$ cat config.mk
export PLATFORM = sky130hd
export DESIGN_NAME = regfile_2r1w_dump
export DESIGN_NICKNAME = d
export VERILOG_FILES = /design/src/rtl/regfile_2r1w_dump.sv
export SDC_FILE = /design/constraint.sdc
export NUM_CORES = 2
export LEC_CHECK = 0
export CORE_MARGIN = 5
export CORE_UTILIZATION = 51
export DETAILED_ROUTE_END_ITERATION = 6
export GPL_ROUTABILITY_DRIVEN = 0
export MAX_ROUTING_LAYER = met4
export PLACE_DENSITY = 0.68
export RECOVER_POWER = 50
export SLEW_MARGIN = 10
export SYNTH_ARGS = -nofsm -noshare
export SYNTH_HDL_FRONTEND = slang
export SYNTH_SLANG_ARGS = --single-unit
$ cat constraint.sdc
create_clock -name clk -period 50.5 [get_ports clk]
set_input_delay 10.1 -clock clk [delete_from_list [all_inputs] [get_ports clk]]
set_output_delay 10.1 -clock clk [all_outputs]
set_load 0.03 [all_outputs]
$ cat src/rtl/regfile_2r1w_dump.sv
// MIPS register file: one write port and two registered read ports with write bypass.
// Register 0 reads as zero. A dump sequencer streams every register out, one per cycle.
module regfile_2r1w_dump #(
  parameter int WIDTH = 32,
  parameter int DEPTH = 32,
  parameter int AW    = 5
) (
  input  logic             clk,
  input  logic             clr,
  input  logic             we,
  input  logic [AW-1:0]    waddr,
  input  logic [WIDTH-1:0] wdata,
  input  logic             re_a,
  input  logic [AW-1:0]    raddr_a,
  output logic [WIDTH-1:0] rdata_a,
  output logic             rvalid_a,
  input  logic             re_b,
  input  logic [AW-1:0]    raddr_b,
  output logic [WIDTH-1:0] rdata_b,
  output logic             rvalid_b,
  input  logic             dump_start,
  output logic             dump_busy,
  output logic             dump_valid,
  output logic [AW-1:0]    dump_addr,
  output logic [WIDTH-1:0] dump_data,
  output logic             dump_done
);

  typedef enum logic [1:0] {IDLE = 2'd0, RUN = 2'd1, DONE = 2'd2} state_t;

  localparam logic [AW-1:0] LAST_ADDR = AW'(DEPTH - 1);

  logic [WIDTH-1:0] mem_r [DEPTH];
  state_t           state_r, next_s;
  logic [AW-1:0]    ptr_r;
  logic [WIDTH-1:0] rv_a_s, rv_b_s, rv_d_s;
  logic             valid_s, done_s, busy_s;

  // Architectural read value: r0 is zero, a same-cycle write wins over storage.
  function automatic logic [WIDTH-1:0] read_val(
    input logic [AW-1:0]    addr,
    input logic [WIDTH-1:0] stored,
    input logic             w_en,
    input logic [AW-1:0]    w_addr,
    input logic [WIDTH-1:0] w_data
  );
    if (addr == {AW{1'b0}}) begin
      return {WIDTH{1'b0}};
    end else if (w_en && (w_addr == addr)) begin
      return w_data;
    end else begin
      return stored;
    end
  endfunction

  // Bypassed read values for both ports and the dump pointer.
  always_comb begin
    rv_a_s = read_val(raddr_a, mem_r[raddr_a], we, waddr, wdata);
    rv_b_s = read_val(raddr_b, mem_r[raddr_b], we, waddr, wdata);
    rv_d_s = read_val(ptr_r,   mem_r[ptr_r],   we, waddr, wdata);
  end

  // Register storage; writes to r0 are dropped.
  always_ff @(posedge clk or posedge clr) begin
    if (clr) begin
      for (int i = 0; i < DEPTH; i++) mem_r[i] <= {WIDTH{1'b0}};
    end else if (we && (waddr != {AW{1'b0}})) begin
      mem_r[waddr] <= wdata;
    end
  end

  // Read ports: data holds when no request is made.
  always_ff @(posedge clk or posedge clr) begin
    if (clr) begin
      rdata_a  <= {WIDTH{1'b0}};
      rvalid_a <= 1'b0;
      rdata_b  <= {WIDTH{1'b0}};
      rvalid_b <= 1'b0;
    end else begin
      rvalid_a <= re_a;
      rvalid_b <= re_b;
      if (re_a) rdata_a <= rv_a_s;
      if (re_b) rdata_b <= rv_b_s;
    end
  end

  // Dump FSM state register.
  always_ff @(posedge clk or posedge clr) begin
    if (clr) state_r <= IDLE;
    else     state_r <= next_s;
  end

  // Dump FSM next state: RUN exits on the last index, not on pointer wrap.
  always_comb begin
    next_s = state_r;
    case (state_r)
      IDLE:    if (dump_start) next_s = RUN; else next_s = IDLE;
      RUN:     if (ptr_r == LAST_ADDR) next_s = DONE; else next_s = RUN;
      DONE:    next_s = IDLE;
      default: next_s = IDLE;
    endcase
  end

  // Dump FSM outputs, registered below so they trail the state by one cycle.
  always_comb begin
    valid_s = 1'b0;
    done_s  = 1'b0;
    busy_s  = 1'b0;
    case (state_r)
      IDLE:    begin valid_s = 1'b0; done_s = 1'b0; busy_s = 1'b0; end
      RUN:     begin valid_s = 1'b1; done_s = 1'b0; busy_s = 1'b1; end
      DONE:    begin valid_s = 1'b0; done_s = 1'b1; busy_s = 1'b1; end
      default: begin valid_s = 1'b0; done_s = 1'b0; busy_s = 1'b0; end
    endcase
  end

  // Dump pointer and registered dump outputs.
  always_ff @(posedge clk or posedge clr) begin
    if (clr) begin
      ptr_r      <= {AW{1'b0}};
      dump_busy  <= 1'b0;
      dump_valid <= 1'b0;
      dump_addr  <= {AW{1'b0}};
      dump_data  <= {WIDTH{1'b0}};
      dump_done  <= 1'b0;
    end else begin
      dump_busy  <= busy_s;
      dump_valid <= valid_s;
      dump_done  <= done_s;
      if ((state_r == IDLE) && dump_start) begin
        ptr_r <= {AW{1'b0}};
      end else if (state_r == RUN) begin
        ptr_r <= ptr_r + {{(AW-1){1'b0}}, 1'b1};
      end
      if (valid_s) begin
        dump_addr <= ptr_r;
        dump_data <= rv_d_s;
      end
    end
  end

endmodule

### After elaboration in Yosys (flattened, before gate mapping)

Cells that the tools add are included.

* register bits: 1137
* input bits: 53
* output and inout port bits: 106
* logic and storage cells: 98

* add/subtract/negate cells: 1
* magnitude comparators: 5
* eq/ne operators: 6
* muxes and demuxes: 26
* bitwise logic cells: 4
* reduce and logical (&&, ||, !) cells: 13

Operator list (number)
* $bwmux W1024: 1
* $bmux W32 S5: 3
* $mux W32: 13
* $demux W32 S5: 1
* $ge A6 B6 Y1 const B: 4
* $not A5 Y6: 4
* $eq A5 B5 Y1: 3
* $logic_not A5 Y1: 3
* $mux W5: 2
* $logic_and A1 B1 Y1: 6
* $lt A6 B1 Y1 const B: 1
* $add A5 B1 Y5 const B: 1
* $eq A5 B5 Y1 const B: 1
* $reduce_bool A5 Y1: 1
* $mux W1: 4
* $pmux W2 S2: 1
* $eq A2 B1 Y1 const B: 1
* $eq A2 B2 Y1 const B: 1
* $logic_not A2 Y1: 1
* $mux W2: 1
* $reduce_bool A2 Y1: 1
* $reduce_or A2 Y1: 1

### Longest topological paths before layout

* word-level depth: 6
* mapped depth: 11
* gate-level depth less buffers: 7

### Worst setup path after synthesis

Ideal clock, no wire load.

* path kind: input port to flip-flop
* from: input port raddr_a[2]
* to: register rdata_a[15]
* setup time: 129 ps
* data arrival time: 11851 ps
* required time: 50371 ps
* path slack: 38520 ps
* stages: 6
* buffers on the path: 2
* cell sequence: buf_2 -> buf_1 -> mux4_2 -> a22oi_1 -> a21oi_1 -> a2111o_1

* longest elaborated chain between the ends: 6
* elaborated cells between the ends (all ways): 9
* classes of those cells: 1 x eq/ne; 5 x mux; 1 x bitwise; 2 x reduce/logical

RTL lines
* start, declared: RTL line 14 `input logic [AW-1:0] raddr_a,`
* $not A5 Y6 (implied by the code): RTL line 58 `rv_a_s = read_val(raddr_a, mem_r[raddr_a], we, waddr, wdata);`
* $bmux W32 S5: RTL line 58
* $mux W32 (implied by the code) (2 in a row): RTL line 58
* $mux W32: RTL line 49 `end else if (w_en && (w_addr == addr)) begin`
* $mux W32 *: RTL line 47 `if (addr == {AW{1'b0}}) begin`
* end signal, assigned: RTL line 75 `rdata_a <= {WIDTH{1'b0}};`
* end signal, assigned: RTL line 82 `if (re_a) rdata_a <= rv_a_s;`
* end, declared: RTL line 15 `output logic [WIDTH-1:0] rdata_a,`

Mark *: on every way between the ends. The rest lies on a longest branch, timed or not. The select of a mux whose other input is x is not followed.
A chain may end at the register's enable or synchronous reset.

==> run summary <==
Routed WL per cell: 36.4 um
PD cells: 47.8 nW/um^2
Average cell area after synthesis: 13.7 sq um
Post-synth top area share: 42.3%
Worst EP arrival: 22.52 ns
CTS Sinks: 1,137
Via/cell ratio: 7.39
Top FF cell, synth: dfrtp_1
Latest clock arrival within the worst-skew pair: 0.77 ns
Post-Syn Instances: 4,913
DR pass1 iterations: 7
Most frequent cell after synthesis: dfrtp_1
I/O pin count: 159
Multi-input logic area: 36,400 sq um
Core Util, Final: 56.2%
HPWL after DPL: 129,000 um
Critical Path Sink Type: asynchronous set/reset pin
Post-synthesis mux area share: 42.0%
TNS Setup: 0 ns
Synthesized area: 67,300 sq um
Final #Nets: 4,802
Die Area: 139,000 sq um
Critical path class: in -> async
Worst Setup Start Kind: input port
Simple-Gate Fraction of Synth Area: 1.95%
Resized cells post-CTS: 0
GRT Total Usage: 35.0%
Clock-pin slew on the worst setup and hold paths: 0.06 ns
Worst Path Max Fanout: 168
RSZ-0062 raised after global routing: no
Inserted Clock Buffers: 131
Total grt overflow: 0
Root Buffer: clkbuf_16
R2r setup slk: 42.51 ns
Fmax: 41.8 MHz
Non-Filler Instances: 6,601
Relative slew slack: -494%
Post-synth top cells: dfrtp_1, mux2_2, mux2i_1
Maximum VDD drop: 0.0374 mV
Synth top area cells: dfrtp_1, mux4_2, mux2_2
Min Clock Period, post-route: 23.90 ns
Layout cells sized above 1: 38.3%
Fraction of the mapped netlist area in compound gates: 9.39%
Slew @ Worst Pin: 8.91 ns
CTS tree: built
Largest family of logic cells by synthesized area: multiplexers
Final Hold Fails: 0
Core region area: 131,000 sq um
Global-route wire length before repair: 349,000 um
DR iter-0 viols: 6,682
XOR/XNOR share of the synthesized area: 0.234%
Post-synth ARST share: 100%
Drt total wl: 241,000 um
Initial core utilization: 51.2%
Initial antenna violation count: 12
Clk buf depth: 3
Die width: 373 um
Area share of fa/ha/maj cells after synthesis: 0.112%
Metal2 WL: 104,000 um
Final Slew Violations: 1,240
#FFs+latches synth: 1,137
Fillers: 10.6k
WL met3: 31,800 um
M1 wire length: 91,800 um
Hold crit path type: reg -> reg
Outcome: finished with violations
P_leak: 31.8 nW
Crit share post-route: 47.3%
Failing checks: DRC, capacitance limit, slew limit
Post-synth EDFFs: 0
Largest net degree at the start of global routing: 169
Sequential share of the synthesized area: 42.3%
Post-CTS Setup Repair Bufs: 0
Die H: 373 um
Area Overhead vs Synth: 9.67%
Cell variety after synth: 48
Hold Buf Count CTS: 0
Vias in the first global route: 49.3k
Fin Clk Skew: 0.0188 ns
H-tree levels: 4
DR DRC count: 2
Final Setup Violations: 0
ANT nets after route: 0
Hold slack: 0.420 ns
Seq. cell area: 28,500 sq um
Vias: 48.8k
Max layer used: met4
Final Power: 0.00353 W
IO Port Bufs: 158
Yosys warnings: 0
Cell taking the most area after synthesis: dfrtp_1
Row count: 133
WP data required: 49.12 ns
Max-cap violations: 31
Placed Cells: 6,365
Syn Nets: 4,972
-- power breakdown --
group | switching [W] | internal (W)
Sequential | 0.000216 | 0.00110
Combinational | 0.000656 | 0.000603
Clock | 0.000393 | 0.000562
Total | 0.00126 | 0.00226
-- layout make-up --
type | count | share of cell area, %
antenna | 9 | 0.0305
multi-input combinational | 3196 | 49.4
clock inverter | 35 | 0.409
tap | 1755 | 2.98
timing repair buffer | 266 | 3.17
inverter | 11 | 0.0594
clock buffer | 192 | 5.37
sequential | 1137 | 38.6
-- metrics by stage --
step	instance area [sq um]	setup WS, ns
global route	73800	23.70
floorplan	67300	8.38
detailed placement	69700	35.04
finish	73800	26.60
global placement	69700	35.07
CTS	73900	35.86
-- critical path, cell delays in order --
cell	delay (ns)
dlygate4sd3_1	0.54
clkinvlp_2	2.83
clkbuf_1	2.38
clkbuf_1	6.36
-- sequential cells by signal (all words and copies together), names as in the netlist --
signal	count
dump_busy	1
rvalid_a	1
state_r	2
rdata_b	32
mem_r	1024
dump_data	32
ptr_r	5
dump_valid	1
dump_addr	5
dump_done	1
rvalid_b	1
rdata_a	32
-- kinds of logic after synthesis --
logic type,Yosys count
AOI/OAI and AO/OA,862
and+or+nand+nor,256
muxes,2054
DFF,1137
adders and majority gates,6
xor gates and xnor gates,18
buffers and inverters,580
-- worst paths after layout --
kind,start,to,cells after the start
worst max-delay path,clr,mem_r[271]$_DFFE_PP0P_,4
worst min-delay path,mem_r[998]$_DFFE_PP0P_,mem_r[998]$_DFFE_PP0P_,0
worst max register to register,ptr_r[1]$_DFFE_PP0P_,dump_data[18]$_DFFE_PP0P_,7
worst min register to register,mem_r[998]$_DFFE_PP0P_,mem_r[998]$_DFFE_PP0P_,0
max in group clk,waddr[1],mem_r[48]$_DFFE_PP0P_,6
min in group asynchronous,clr,mem_r[520]$_DFFE_PP0P_,2
-- layout by cell type, fill, tap and decap left out, drive strengths merged, types with 19 or more instances in the layout --
master,netlist,final
nor2,19,19
a21o,27,27
clkbuf,295,218
a22o,27,27
mux2i,540,540
mux2,997,997
nor3,36,36
o22ai,28,28
a21oi,156,156
a2111o,64,64
clkdlybuf4s50,0,36
dfrtp,1137,1137
dlygate4sd3,0,112
mux4,517,517
o21ai,96,96
nand2,79,79
nor2b,80,80
buf,274,92
a22oi,283,283
a41oi,27,27
clkinv,0,25
a221oi,132,132
-- per-layer routing --
| metal | global-route usage, % | vias up |
|---|---|---|
| li1 | - | 19100 |
| met1 | 46.4 | 25600 |
| met2 | 49.5 | 3353 |
| met3 | 11.4 | 737 |
| met4 | 15.6 | 0 |
| met5 | - | - |
(Power assumes the default switching activity.)
